[config.mk]
export PLATFORM = sky130hd
export DESIGN_NAME = axil_cmd_master
export DESIGN_NICKNAME = d
export VERILOG_FILES = /design/src/rtl/axil_cmd_master.sv
export SDC_FILE = /design/constraint.sdc
export NUM_CORES = 1
export LEC_CHECK = 0
export ABC_CLOCK_PERIOD_IN_PS = 3000
export BUFFER_PORTS_ARGS = -buffer_cell sky130_fd_sc_hd__clkbuf_2
export CORE_ASPECT_RATIO = 0.9
export CORE_MARGIN = 2
export CORE_UTILIZATION = 49
export CTS_CLUSTER_DIAMETER = 200
export DETAILED_ROUTE_END_ITERATION = 10
export GPL_ROUTABILITY_DRIVEN = 0
export PLACE_DENSITY = 0.86
export SETUP_SLACK_MARGIN = 0.15
export SYNTH_ARGS = -nofsm -noshare
export SYNTH_HDL_FRONTEND = slang
export SYNTH_SLANG_ARGS = --single-unit
export TNS_END_PERCENT = 5
[constraint.sdc]
create_clock -name aclk -period 3 [get_ports aclk]
set_clock_uncertainty 0.05 [all_clocks]
set_input_delay 0.15 -clock aclk [delete_from_list [all_inputs] [get_ports aclk]]
set_output_delay 0.15 -clock aclk [all_outputs]
set_load 0.01 [all_outputs]
[src/rtl/axil_cmd_master.sv]
// Single-outstanding AXI4-Lite initiator: turns one cmd request into an AW/W/B or AR/R
// transaction and presents the B/R result on a registered response port.
module axil_cmd_master #(
  parameter int AXI_ADDR_WIDTH = 32,
  parameter int AXI_DATA_WIDTH = 32
) (
  input  logic                        aclk,
  input  logic                        aresetn,
  input  logic                        cmd_valid,
  output logic                        cmd_ready,
  input  logic                        cmd_we,
  input  logic [AXI_ADDR_WIDTH-1:0]   cmd_addr,
  input  logic [AXI_DATA_WIDTH-1:0]   cmd_wdata,
  input  logic [AXI_DATA_WIDTH/8-1:0] cmd_wstrb,
  output logic                        rsp_valid,
  input  logic                        rsp_ready,
  output logic [AXI_DATA_WIDTH-1:0]   rsp_rdata,
  output logic [1:0]                  rsp_resp,
  output logic [AXI_ADDR_WIDTH-1:0]   m_aw_addr,
  output logic [2:0]                  m_aw_prot,
  output logic                        m_aw_valid,
  input  logic                        m_aw_ready,
  output logic [AXI_DATA_WIDTH-1:0]   m_w_data,
  output logic [AXI_DATA_WIDTH/8-1:0] m_w_strb,
  output logic                        m_w_valid,
  input  logic                        m_w_ready,
  input  logic [1:0]                  m_b_resp,
  input  logic                        m_b_valid,
  output logic                        m_b_ready,
  output logic [AXI_ADDR_WIDTH-1:0]   m_ar_addr,
  output logic [2:0]                  m_ar_prot,
  output logic                        m_ar_valid,
  input  logic                        m_ar_ready,
  input  logic [AXI_DATA_WIDTH-1:0]   m_r_data,
  input  logic [1:0]                  m_r_resp,
  input  logic                        m_r_valid,
  output logic                        m_r_ready
);

  localparam int STRB_W = AXI_DATA_WIDTH / 8;

  // Every channel transfers on a rising edge where valid and ready are both high; a
  // raised valid keeps itself and its payload until that edge and never looks at ready.
  typedef enum logic [2:0] {
    IDLE  = 3'd0,
    WADDR = 3'd1,
    WRESP = 3'd2,
    RADDR = 3'd3,
    RDATA = 3'd4,
    RSP   = 3'd5
  } state_t;

  state_t                    state, state_nx;
  logic [AXI_ADDR_WIDTH-1:0] addr_q, addr_nx;
  logic [AXI_DATA_WIDTH-1:0] wdata_q, wdata_nx;
  logic [STRB_W-1:0]         wstrb_q, wstrb_nx;
  logic                      aw_valid_q, aw_valid_nx;
  logic                      w_valid_q, w_valid_nx;
  logic                      ar_valid_q, ar_valid_nx;
  logic                      b_ready_q, b_ready_nx;
  logic                      r_ready_q, r_ready_nx;
  logic                      rsp_valid_q, rsp_valid_nx;
  logic [AXI_DATA_WIDTH-1:0] rsp_rdata_q, rsp_rdata_nx;
  logic [1:0]                rsp_resp_q, rsp_resp_nx;
  logic                      aw_done, w_done;

  always_ff @(posedge aclk or negedge aresetn) begin
    if (!aresetn) begin
      state       <= IDLE;
      addr_q      <= '0;
      wdata_q     <= '0;
      wstrb_q     <= '0;
      aw_valid_q  <= 1'b0;
      w_valid_q   <= 1'b0;
      ar_valid_q  <= 1'b0;
      b_ready_q   <= 1'b0;
      r_ready_q   <= 1'b0;
      rsp_valid_q <= 1'b0;
      rsp_rdata_q <= '0;
      rsp_resp_q  <= '0;
    end else begin
      state       <= state_nx;
      addr_q      <= addr_nx;
      wdata_q     <= wdata_nx;
      wstrb_q     <= wstrb_nx;
      aw_valid_q  <= aw_valid_nx;
      w_valid_q   <= w_valid_nx;
      ar_valid_q  <= ar_valid_nx;
      b_ready_q   <= b_ready_nx;
      r_ready_q   <= r_ready_nx;
      rsp_valid_q <= rsp_valid_nx;
      rsp_rdata_q <= rsp_rdata_nx;
      rsp_resp_q  <= rsp_resp_nx;
    end
  end

  always_comb begin
    state_nx     = state;
    addr_nx      = addr_q;
    wdata_nx     = wdata_q;
    wstrb_nx     = wstrb_q;
    aw_valid_nx  = aw_valid_q;
    w_valid_nx   = w_valid_q;
    ar_valid_nx  = ar_valid_q;
    b_ready_nx   = b_ready_q;
    r_ready_nx   = r_ready_q;
    rsp_valid_nx = rsp_valid_q;
    rsp_rdata_nx = rsp_rdata_q;
    rsp_resp_nx  = rsp_resp_q;
    aw_done      = 1'b0;
    w_done       = 1'b0;
    case (state)
      IDLE: begin
        if (cmd_valid) begin
          addr_nx  = cmd_addr;
          wdata_nx = cmd_wdata;
          wstrb_nx = cmd_wstrb;
          if (cmd_we) begin
            state_nx    = WADDR;
            aw_valid_nx = 1'b1;
            w_valid_nx  = 1'b1;
          end else begin
            state_nx    = RADDR;
            ar_valid_nx = 1'b1;
          end
        end
      end
      WADDR: begin
        // A channel whose valid is already low in WADDR finished its handshake earlier.
        aw_done = !aw_valid_q || m_aw_ready;
        w_done  = !w_valid_q || m_w_ready;
        if (aw_valid_q && m_aw_ready) aw_valid_nx = 1'b0;
        if (w_valid_q && m_w_ready)   w_valid_nx  = 1'b0;
        if (aw_done && w_done) begin
          state_nx   = WRESP;
          b_ready_nx = 1'b1;
        end
      end
      WRESP: begin
        if (m_b_valid) begin
          b_ready_nx   = 1'b0;
          rsp_resp_nx  = m_b_resp;
          rsp_rdata_nx = '0;
          rsp_valid_nx = 1'b1;
          state_nx     = RSP;
        end
      end
      RADDR: begin
        if (m_ar_ready) begin
          ar_valid_nx = 1'b0;
          r_ready_nx  = 1'b1;
          state_nx    = RDATA;
        end
      end
      RDATA: begin
        if (m_r_valid) begin
          r_ready_nx   = 1'b0;
          rsp_rdata_nx = m_r_data;
          rsp_resp_nx  = m_r_resp;
          rsp_valid_nx = 1'b1;
          state_nx     = RSP;
        end
      end
      RSP: begin
        if (rsp_ready) begin
          rsp_valid_nx = 1'b0;
          state_nx     = IDLE;
        end
      end
      default: state_nx = IDLE;
    endcase
  end

  assign cmd_ready  = (state == IDLE);
  assign rsp_valid  = rsp_valid_q;
  assign rsp_rdata  = rsp_rdata_q;
  assign rsp_resp   = rsp_resp_q;
  assign m_aw_addr  = addr_q;
  assign m_aw_prot  = 3'b000;
  assign m_aw_valid = aw_valid_q;
  assign m_w_data   = wdata_q;
  assign m_w_strb   = wstrb_q;
  assign m_w_valid  = w_valid_q;
  assign m_b_ready  = b_ready_q;
  assign m_ar_addr  = addr_q;
  assign m_ar_prot  = 3'b000;
  assign m_ar_valid = ar_valid_q;
  assign m_r_ready  = r_ready_q;

endmodule

==> run_results.csv <==
group,metric,value,unit
power,p_per_area,1060,nW/um^2
setup_path,rr_worst_depth,4,
grt,first_global_vias,4167,
clocking,clock_sinks,111,
outcome,outcome,"finished clean",
setup_path,worstPathRequired,3180,ps
route,vias,3991,
grt,track_usage,27.4,%
yosys,synth_area_leader_cell,"dfrtp_1",
yosys,async_flop_share,100,%
floorplanning,die_h,99.7,microns
setup_path,worstPathMaxFanout,24,
setup_path,critPathBufInv,1,
setup_path,cp.depth,4,
yosys,synth_seq_cells,111,
placed_design,placed_cells,666,
setup_path,r2r_end,"m_ar_addr[22]",
setup_path,ff2ff_setup_slack,830,ps
floorplanning,ioPinCount,261,
route,ant_nets,0,
layout,diodes,0,
yosys,synth_ff_type,"dfrtp_1",
setup_path,max_stage_delay,600,ps
clocking,ctsHtreeMaxLevel,3,
yosys,synthCells,331,
grt,grt_max_degree,66,
yosys,synth_most_common_cell,"dfrtp_1",
yosys,synth_area_leaders,"dfrtp_1, mux2_4, a22o_1",
timing,slew_violations,0,
setup_path,critPathSlowestCell,"dfrtp_1",
floorplanning,die-area,11000,sq um
timing,period_minus_slack,2170,ps
yosys,yosysTopAreaCellShare,55.7,%
timing,rsz0062_at_grt,"false",
clocking,clk_pin_slew,90,ps
power,power.switching,2.92,mW
placed_design,post-place-ws,878,ps
yosys,yosysUniqueCellTypes,34,
route,drt-initial-drc-count,144,
yosys,yosys-top-cells-count,"dfrtp_1, mux2_4, buf_4",
grt,grt_overflow_total,0,
timing,worst_pin_slew,945,ps
yosys,postSynthAreaPerCell,15.1,sq um
floorplanning,initial_core_util,51.0,%
setup_path,cp-start-kind,"flip-flop",
layout,final_nets,760,
power,switching_share,38.0,%
layout,fin_cells,777,
yosys,ys_warn_count,0,
route,wire_per_inst,20.1,microns
layout,drive_gt1_share,53.5,%
route,viasPerCell,5.14,
setup_path,cp_top_family,"simple AND/OR/NAND/NOR gates",
placed_design,port-buffer-count,254,
power,seqPwrFrac,37.8,%
timing,timing.final.ws_setup,829,ps
power,power.leakage,3.81,nW
grt,grt_pass1_wl,22500,microns
clocking,cts_buffers,9,
floorplanning,core_region_area,9780,sq um
setup_path,r2r_start,"state[0]",
yosys,synth_enable_flop_cells,0,
clocking,cts-root-buf,"clkbuf_16",
clocking,clk_latency,340,ps
setup_path,cp_cell_sequence,"nor3_2 -> and2_4 -> buf_4 -> mux2_4",
power,p_comb_share,45.4,%
timing,tns,0,ps
yosys,ys_seq_area_share,55.7,%
setup_path,crit_end,"m_ar_addr[22]",
floorplanning,rows,34,
setup_path,criticalPathCategory,"reg -> reg",
setup_path,critPathCaptureType,"flip-flop",
layout,area_growth,46.0,%
timing,relSlewSlack,36.8,%
clocking,clockBufferDepth,2,
timing,max_freq,461,MHz
yosys,netlist_area,4990,sq um
timing,post-route-period-util,72.4,%
grt,antenna_found_initial,0,
setup_path,cp-startpoint,"state[0]",
setup_path,worstPathArrival,2350,ps
timing,finalSetupViolations,0,
floorplanning,fp.dieW,110,microns
power,p_clk_share,16.8,%
flow_run,max_cap_viol_count,0,
placed_design,dp_hpwl,9200,microns
route,routed_wl,15600,microns
power,ir_drop,0.529,mV
timing,finalHoldViolations,0,
clocking,cts_tree,"built",
route,route.detailed.drc,0,
layout,final_core_util,74.5,%
worst_hold_path,hold_path_class,"in -> reg",
power,internal_power,4.77,mW
route,dr.pass1.iters,4,
==> worst min path at each step <==
stage	startpoint	end	slack, ps	cells after the start
5_1_grt	cmd_addr[4]	m_ar_addr[4]	1	2
6_report	cmd_addr[15]	m_ar_addr[15]	8	2
3_5_place_dp	aresetn	m_w_data[12]	240	1
2_1_floorplan	aresetn	m_ar_addr[0]	-200	0
3_3_place_gp	aresetn	m_w_data[12]	220	1
4_1_cts	cmd_addr[15]	m_ar_addr[15]	0.6	2
==> routing by layer <==
| metal | GRT usage (%) | part of all wire, % | up-vias |
|---|---|---|---|
| met5 | 0 | 0 | - |
| met2 | 49.9 | 54 | 220 |
| met1 | 30.2 | 36 | 1975 |
| met3 | 5.44 | 6.5 | 41 |
| met4 | 12.8 | 3.6 | 0 |
| li1 | - | - | 1755 |
==> placed cells by master (no fill, tap or decap), drive strengths merged, types with 3 or more instances in the layout <==
cell	n
buf	7
nor3	5
inv	9
nand2	12
nor2b	5
and3b	3
a21oi	3
clkbuf	262
dfrtp	111
mux2	68
dlygate4sd3	95
a22o	35
conb	6
o21ai	8
==> metrics by stage <==
| step | cell area [sq um] | power [mW] | hold WS [ps] |
|---|---|---|---|
| after floorplan | 5010 | 5.14 | -196 |
| after global placement | 6010 | 5.98 | 222 |
| after detailed placement | 6010 | 6.14 | 243 |
| after CTS | 7260 | 7.54 | 0.622 |
| after global routing | 7290 | 8.06 | 1.47 |
| final | 7290 | 7.69 | 7.87 |
==> what timing repair did <==
| action | 4_1_cts | 5_1_grt |
|---|---|---|
| setup buffers | 0 | 0 |
| hold buffers | 92 | 3 |
| endpoints found under the setup margin | 0 | 0 |
| endpoints found under the hold margin | 155 | 3 |
| resized for setup | 0 | 0 |
==> power by group through the flow <==
stage | clock [mW] | combinational, mW | sequential, mW
2_1_floorplan | 0 | 2.10 | 3.04
5_1_grt | 1.37 | 3.70 | 2.99
3_5_place_dp | 0 | 3.29 | 2.85
4_1_cts | 1.30 | 3.40 | 2.84
6_report | 1.29 | 3.49 | 2.91
3_3_place_gp | 0 | 3.18 | 2.80
==> state kept, by name (all words and copies together), names as in the netlist <==
signal and flops:
m_w_data 32, m_b_ready 1, m_r_ready 1, state 3
m_ar_addr 32, rsp_rdata 32, m_w_strb 4, m_aw_valid 1
rsp_valid 1, m_w_valid 1, rsp_resp 2, m_ar_valid 1
==> logic make-up (layout without fill, tap and decap cells) <==
kind of cell / count (synthesis) / count (layout) / share of synthesized area, %
and+or+nand+nor: 32 / 32 / 3.56
buffers and inverters: 61 / 376 / 10.8
other: 1 / 6 / 0.0751
DFF: 111 / 111 / 55.7
muxes: 70 / 70 / 20.9
AOI/OAI and AO/OA: 56 / 56 / 9.08
==> area by class of cell <==
class                           count  area (sq um)
Inverter                            5          18.8
Fill cell                         591          2500
Clock buffer                        9           225
Sequential cell                   111          2780
Tap cell                          126           158
Timing Repair Buffer              355          2310
Clock inverter                      7          98.8
Multi-Input combinational cell    164          1700
(Power assumes the default switching activity.)
